==> config.mk <==
export PLATFORM = sky130hd
export DESIGN_NAME = instr_fetch_sequencer
export DESIGN_NICKNAME = d
export VERILOG_FILES = /design/src/rtl/instr_fetch_sequencer.sv
export SDC_FILE = /design/constraint.sdc
export NUM_CORES = 1
export LEC_CHECK = 0
export BUFFER_PORTS_ARGS = -buffer_cell sky130_fd_sc_hd__buf_2
export CORE_ASPECT_RATIO = 0.6
export CORE_MARGIN = 2
export CORE_UTILIZATION = 35
export CTS_CLUSTER_SIZE = 12
export DETAILED_ROUTE_END_ITERATION = 10
export PLACE_DENSITY = 0.63
export SLEW_MARGIN = 30
export SYNTH_ARGS = -nofsm -noshare
export SYNTH_HDL_FRONTEND = slang
export SYNTH_SLANG_ARGS = --single-unit
==> constraint.sdc <==
create_clock -name clk -period 4.4 [get_ports clk]
set_input_delay 0.88 -clock clk [delete_from_list [all_inputs] [get_ports clk]]
set_output_delay 0.88 -clock clk [all_outputs]
set_load 0.02 [all_outputs]
==> src/rtl/instr_fetch_sequencer.sv <==
// instr_fetch_sequencer: fetches opcode/operand bytes at the PC and hands complete instructions to decode
// Ports:
//   clk, reset          rising-edge clock, asynchronous active-high reset
//   run                 permits new fetches; sampled only when leaving IDLE/PRESENT or after a redirect
//   pc                  current program counter value
//   pc_enable, pc_next  one-cycle strobe and value for the PC register to load
//   mem_req, mem_addr   instruction memory read request at the PC
//   mem_ready           memory response, mem_rdata valid in the same cycle
//   instr_*             instruction presented to decode (valid/ready handshake)
//   redirect_valid      one-cycle jump/branch request from execute, redirect_target its destination
module instr_fetch_sequencer #(
   parameter int ADDR_W = 8,
   parameter int DATA_W = 8,
   parameter logic [1:0] LONG_PREFIX = 2'b11
) (
   input  logic              clk,
   input  logic              reset,
   input  logic              run,
   input  logic [ADDR_W-1:0] pc,
   output logic              pc_enable,
   output logic [ADDR_W-1:0] pc_next,
   output logic              mem_req,
   output logic [ADDR_W-1:0] mem_addr,
   input  logic              mem_ready,
   input  logic [DATA_W-1:0] mem_rdata,
   output logic              instr_valid,
   output logic [DATA_W-1:0] instr_opcode,
   output logic [DATA_W-1:0] instr_operand,
   output logic              instr_long,
   input  logic              instr_ready,
   input  logic              redirect_valid,
   input  logic [ADDR_W-1:0] redirect_target
);
   typedef enum logic [1:0] {IDLE, FETCH_OP, FETCH_ARG, PRESENT} state_t;
   state_t state;
   logic redirect_pending;
   logic [ADDR_W-1:0] redirect_store;
   logic [ADDR_W-1:0] pc_inc;
   logic fetching;
   logic done;
   assign fetching = (state == FETCH_OP) || (state == FETCH_ARG);
   assign done = fetching && mem_ready;
   assign pc_inc = pc + ADDR_W'(1);
   assign mem_req = fetching;
   assign mem_addr = pc;
   assign instr_valid = (state == PRESENT);
   // an outstanding request blocks redirects, so the PC only moves on completion or outside a fetch
   assign pc_enable = done || (redirect_valid && !fetching);
   assign pc_next = !pc_enable ? pc_inc
                  : redirect_valid ? redirect_target
                  : redirect_pending ? redirect_store
                  : pc_inc;
   always_ff @(posedge clk or posedge reset) begin
      if (reset) begin
         state <= IDLE;
         redirect_pending <= 1'b0;
         redirect_store <= '0;
         instr_opcode <= '0;
         instr_operand <= '0;
         instr_long <= 1'b0;
      end else begin
         case (state)
            IDLE: state <= run ? FETCH_OP : IDLE;
            PRESENT: if (redirect_valid || instr_ready) state <= run ? FETCH_OP : IDLE;
            default: begin
               if (mem_ready) begin
                  redirect_pending <= 1'b0;
                  // a redirect arriving with the data, or one parked earlier, discards the byte
                  if (redirect_valid) state <= run ? FETCH_OP : IDLE;
                  else if (redirect_pending) state <= FETCH_OP;
                  else if (state == FETCH_OP) begin
                     instr_opcode <= mem_rdata;
                     if (mem_rdata[DATA_W-1 -: 2] == LONG_PREFIX) state <= FETCH_ARG;
                     else begin
                        instr_operand <= '0;
                        instr_long <= 1'b0;
                        state <= PRESENT;
                     end
                  end else begin
                     instr_operand <= mem_rdata;
                     instr_long <= 1'b1;
                     state <= PRESENT;
                  end
               end else if (redirect_valid) begin
                  redirect_pending <= 1'b1;
                  redirect_store <= redirect_target;
               end
            end
         endcase
      end
   end
endmodule

Yosys cells after proc, flatten, opt, wreduce, memory -nomap -nowiden
Cells that the tools add are included.
{ "word_totals": {"wordCells": 49, "output_inout_bits": 36, "reg_bits": 28} }
{ "op_classes": {"reduce_logical": 15, "bitwise_logic": 4, "addsub": 1, "mux": 17, "n_eq_ne": 6} }
{ "op_table": {"columns": ["cell", "count"], "rows": [
  ["two-way mux 8 bit", 5],
  ["two-way mux 2 bit", 5],
  ["AND reduction 5 bit", 2],
  ["adder 8 x 1 -> 8 bit (second input constant)", 1],
  ["equality test 2 bit (second input constant)", 3],
  ["two-way mux 1 bit", 6],
  ["inverter 1 bit", 4],
  ["case mux 2 bit (2 select lines)", 1],
  ["AND reduction 2 bit", 2],
  ["logical OR 1 bit", 3],
  ["AND reduction 3 bit", 1],
  ["nonzero test 3 bit", 1],
  ["equality test 2 x 1 -> 1 bit (second input constant)", 1],
  ["logical AND 1 bit", 2],
  ["logical NOT 2 bit", 1],
  ["inequality test 2 x 1 -> 1 bit (second input constant)", 1],
  ["inequality test 2 bit (second input constant)", 1],
  ["nonzero test 2 bit", 1],
  ["OR reduction 2 bit", 1],
  ["logical NOT 1 bit", 1]
]} }

Depth between registers and ports, before layout
{ "logic_depth": {"depth_word": 7, "ltp_mapped": 8, "ltp_nobuf": 5} }

Worst setup path after synthesis
Ideal clock, no wire load.
{ "synth_timing": {"kind": "input port to output port", "start": "input redirect_valid", "end": "output pc_next[6]", "cell_stages": 4, "t_arrival_ns": 2.039, "slack_ns": 1.481, "n_path_buf": 1, "required_ns": 3.520, "path_cell_list": "buf_6 inv_1 o21ai_0 a221o_1"} }
{ "synth_via": {"elab_chain_cells": 3} }
{ "synth_lines": {"columns": ["element", "line", "text"], "rows": [
  ["start: declaration", "31", "input logic redirect_valid,"],
  ["logical AND 1 bit", "48", "assign pc_enable = done || (redirect_valid && !fetching);"],
  ["logical OR 1 bit", "48", null],
  ["named net pc_enable", "20", "output logic pc_enable,"],
  ["two-way mux 8 bit", "49", "assign pc_next = !pc_enable ? pc_inc"],
  ["end: declaration", "21", "output logic [ADDR_W-1:0] pc_next,"]
]} }
The timed path passes the listed nets, and every way through them passes these cells.

Final worst setup path
{ "layout_timing": {"start": "register state[1]", "end": "output pc_next[5]"} }
{ "layout_via": {"elab_chain_cells": 6} }
{ "layout_lines": {"columns": ["element", "line", "text"], "rows": [
  ["start: declaration", "35", "state_t state;"],
  ["start signal: assignment", "63", "IDLE: state <= run ? FETCH_OP : IDLE;"],
  ["start signal: assignment", "64", "PRESENT: if (redirect_valid || instr_ready) state <= run ? FETCH_OP : IDLE;"],
  ["start signal: assignment", "69", "if (redirect_valid) state <= run ? FETCH_OP : IDLE;"],
  ["equality test 2 x 1 -> 1 bit or equality test 2 bit (tied branches)", "41", "assign fetching = (state == FETCH_OP) || (state == FETCH_ARG);"],
  ["logical OR 1 bit *", "41", null],
  ["logical NOT 1 bit", "48", null],
  ["logical AND 1 bit", "48", null],
  ["logical OR 1 bit *", "48", null],
  ["two-way mux 8 bit *", "49", null]
]} }
Mark *: on every way between the ends. The rest lies on a longest branch, timed or not.

==> run summary <==
The run finished with clean final reports. The number of synthesized flops with an enable pin was 0. The share of flip-flops with an asynchronous set or reset works out to 1.00. The logs give 0 for the number of pins with negative max-slew slack in the final report and 0 for the number of antenna violations at the first check in global routing. TritonCTS built the clock tree. Setup slack on the critical path of the routed design comes to 1220 ps.

Once placement finished, the instance area stood at 1900 um2. For this block, the via count after detailed routing is 1318. For this run, the top clock speed supported by timing is 0.314 GHz. The share of layout cells above drive strength 1 is 0.443, and the post-route standard cell area excluding fillers is 1970 um2. For the fraction of the yosys area taken by sequential cells, the log shows 0.433. The tools report the number of nets produced by synthesis as 186.

The netlist area before placement came out at 1620 um2. The net count of the finished layout is 238, and the number of cells upsized or downsized after cts is 0. For the final database, setup skew stands at 7.81 ps. Measured along the y axis, the die boundary spans 56.7 um. Count of final setup violators: 0. Average instance area after synthesis: 10.6 um2.

Data on the critical path is required at its endpoint by 3520 ps. The logs give 0 for the residual overflow from global routing and 0.951 nW for the leakage component of the power. The number of buffers inserted by hold repair at cts is 0, and the number of buffers and inverters on the critical path is 2. The all-layer global routing usage was 0.156; the count of H-tree levels built during CTS was 1. The area of the die was 5200 um2; the HPWL after detailed placement was 2.92 mm. In this run the deepest clock path goes through 2 buffers. The primary flip-flop cell chosen by synthesis mapping is sky130_fd_sc_hd__dfrtp_1. TritonCTS created 3 clock buffers. The internal reg-to-reg setup slack was 2050 ps; the antenna diode instance count was 0.

After routing, the total negative slack on setup checks comes to 0 ps. After detailed routing, the average wire length per cell comes to 14.2 um. CTS saw 28 sinks. The count of standard-cell rows is 19, and the flip-flop and latch count after synthesis is 28.

The instance count of the mapped netlist came out at 152. For the pin with the worst max-slew slack, the measured transition is 582 ps. For this run, design rule violations remaining after detail routing come to 0. Walking the worst path, the cells encountered are inv_1, ha_1, nor2b_1, nor2_1, o31ai_1, buf_2. The routability congestion estimate from global placement was 0.799; the number of distinct standard cells referenced by the synthesized netlist was 42. In the routed layout, each cell is associated on average with a via count of 4.95.

The logs give 0.358 for the initial standard-cell utilization of the core and 2300 ps for the data arrival time of the critical path. After clock tree synthesis, the clock-pin slew on the worst setup and hold paths is 100 ps. Max-cap violations in this run came to 0. The critical path in this run is classified as reg2out. The total iterations of the first detailed-routing run was 4. The number of hold violations in the final report is 0. The delay of the slowest cell on the worst path came out at 600 ps. The number of buffers inserted to repair setup after CTS came out at 0.

The first global-routing pass estimated 6.53 mm of wire. Via count of the first global-routing pass: 1305. Before CTS, the worst setup slack after placement is 1520 ps. The tools report the kind of launch point of the worst setup path as a flip-flop. Clock tree synthesis selected as its root buffer the cell sky130_fd_sc_hd__clkbuf_8. Setup repair after global routing left no endpoint under its margin.

The post-layout utilization of the core is 0.437, and the number of DRC violations after detailed-routing iteration 0 is 70. The worst relative slew slack came out at 0.611. The filler cells instantiated in the layout total 450. Summed over all layers, the routed wires come to 3.76 mm. The Yosys step of the flow raised 0 warnings. STA classifies the critical path endpoint as a primary output. The top-level I/O count is 66. The region available for standard cell placement spans 4520 um2. In this run the horizontal extent of the chip is 91.8 um. Along the worst path, the maximum fanout reaches 19. The slowest stage cell on the critical path was sky130_fd_sc_hd__ha_1. In this design, the largest share of critical-path delay is due to adder cells.

The logs give 776 um2 for the area taken by multi-input logic gates and 0.237 mV for the worst-case vdd ir drop. The worst path needs 3180 ps of the cycle, external delays included. The largest net degree at the start of global routing was 29; the number of buffers added on ports was 65. The post-detailed-route count of antenna-violating nets is 0. Dividing total power by cell area gives a power density of 697 nW/um2.

For the area used by sequential logic in the layout, the log shows 701 um2. From synthesis to final layout, the design area changed by 22.0%. The path class of the tightest hold or removal check is reg2reg.

The insertion delay of the later-clocked pin in the worst-skew pair is 280 ps. Post-route clock period utilization: 0.723.
placed cells by master (no fill, tap or decap), types with 2 or more instances in the layout:
cell type                  Yosys  layout
sky130_fd_sc_hd__a21oi_1      10      10
sky130_fd_sc_hd__a22o_1        8       8
sky130_fd_sc_hd__a32oi_1       2       2
sky130_fd_sc_hd__and3_1        2       2
sky130_fd_sc_hd__and4b_1       2       2
sky130_fd_sc_hd__buf_2         5      65
sky130_fd_sc_hd__clkbuf_8      0       3
sky130_fd_sc_hd__dfrtp_1      28      28
sky130_fd_sc_hd__ha_1          4       4
sky130_fd_sc_hd__inv_1         6       5
sky130_fd_sc_hd__mux2_2       17      17
sky130_fd_sc_hd__mux2i_1       2       2
sky130_fd_sc_hd__nand2_1       7       7
sky130_fd_sc_hd__nand3_1       6       6
sky130_fd_sc_hd__nand4b_1      2       2
sky130_fd_sc_hd__nor2_1        3       3
sky130_fd_sc_hd__nor2b_1       2       2
sky130_fd_sc_hd__nor3_1        2       2
sky130_fd_sc_hd__o21ai_0       7       7
sky130_fd_sc_hd__o221a_2       2       2
sky130_fd_sc_hd__o32ai_1       2       2
sky130_fd_sc_hd__xor2_1        2       2
cell usage after synthesis (2+ instances only):
master,n,share of area
sky130_fd_sc_hd__inv_1,6,0.014
sky130_fd_sc_hd__mux2_2,17,0.12
sky130_fd_sc_hd__and4b_1,2,0.012
sky130_fd_sc_hd__buf_2,5,0.015
sky130_fd_sc_hd__nor3_1,2,0.0062
sky130_fd_sc_hd__o32ai_1,2,0.011
sky130_fd_sc_hd__o221a_2,2,0.014
sky130_fd_sc_hd__ha_1,4,0.031
sky130_fd_sc_hd__o21ai_0,7,0.022
sky130_fd_sc_hd__nand4b_1,2,0.011
sky130_fd_sc_hd__mux2i_1,2,0.012
sky130_fd_sc_hd__nand3_1,6,0.019
sky130_fd_sc_hd__buf_4,10,0.046
sky130_fd_sc_hd__and3_1,2,0.0077
sky130_fd_sc_hd__a22o_1,8,0.043
sky130_fd_sc_hd__nand2_1,7,0.016
sky130_fd_sc_hd__nor2_1,3,0.0070
sky130_fd_sc_hd__clkbuf_1,2,0.0046
sky130_fd_sc_hd__nor2b_1,2,0.0077
sky130_fd_sc_hd__a32oi_1,2,0.011
sky130_fd_sc_hd__xor2_1,2,0.011
sky130_fd_sc_hd__a21oi_1,10,0.031
sky130_fd_sc_hd__dfrtp_1,28,0.43
power breakdown:
group / switching (mW) / internal (mW) / leakage, nW
clock: 0.0813 / 0.122 / 0.0357
combinational: 0.424 / 0.294 / 0.577
sequential: 0.0777 / 0.378 / 0.338
worst paths after layout:
path | cells after the start | endpoint | from
worst max-delay path | 6 | pc_next[5] | state[1]
worst min-delay path | 1 | instr_operand[0] | instr_operand[0]
worst max register to register | 5 | instr_opcode[5] | state[1]
worst min register to register | 1 | instr_operand[0] | instr_operand[0]
max in group asynchronous | 2 | instr_opcode[1] | reset
min in group asynchronous | 2 | redirect_store[1] | reset
sequential cells by signal, summed over array words and instances, names as in the netlist:
| signal | count |
|---|---|
| instr_long | 1 |
| instr_opcode | 8 |
| instr_operand | 8 |
| redirect_pending | 1 |
| redirect_store | 8 |
| state | 2 |
through the flow:
stage          hold WS [ps]  instances  power (mW)
2_1_floorplan           471        152       0.988
3_3_place_gp            479        262        1.18
3_5_place_dp            480        262        1.18
4_1_cts                 511        266        1.39
5_1_grt                 535        266        1.48
6_report                506        266        1.38
per-layer routing:
layer  track usage  vias up  wire length, um
met4        0.0320        0               27
met2         0.213       26             1500
met5             0        -                0
li1              -      661                -
met3        0.0336        2              149
met1         0.250      629             2090
cell families (layout without fill, tap and decap cells):
group,after synthesis,after routing,share of synthesized area
muxes,19,19,0.131
and+or+nand+nor,33,33,0.120
buffers and inverters,24,75,0.0874
DFF,28,28,0.433
AOI/OAI and AO/OA,41,41,0.182
xor gates and xnor gates,3,3,0.0162
adders and majority gates,4,4,0.0309
final cells by class:
type | instances | share of cell area
Inverter | 6 | 0.0114
Clock inverter | 1 | 0.0152
Tap cell | 63 | 0.0399
Clock buffer | 3 | 0.0209
Sequential cell | 28 | 0.355
Timing Repair Buffer | 65 | 0.165
Multi-Input combinational cell | 100 | 0.393
Note: power is estimated with default switching activity, not from simulation.
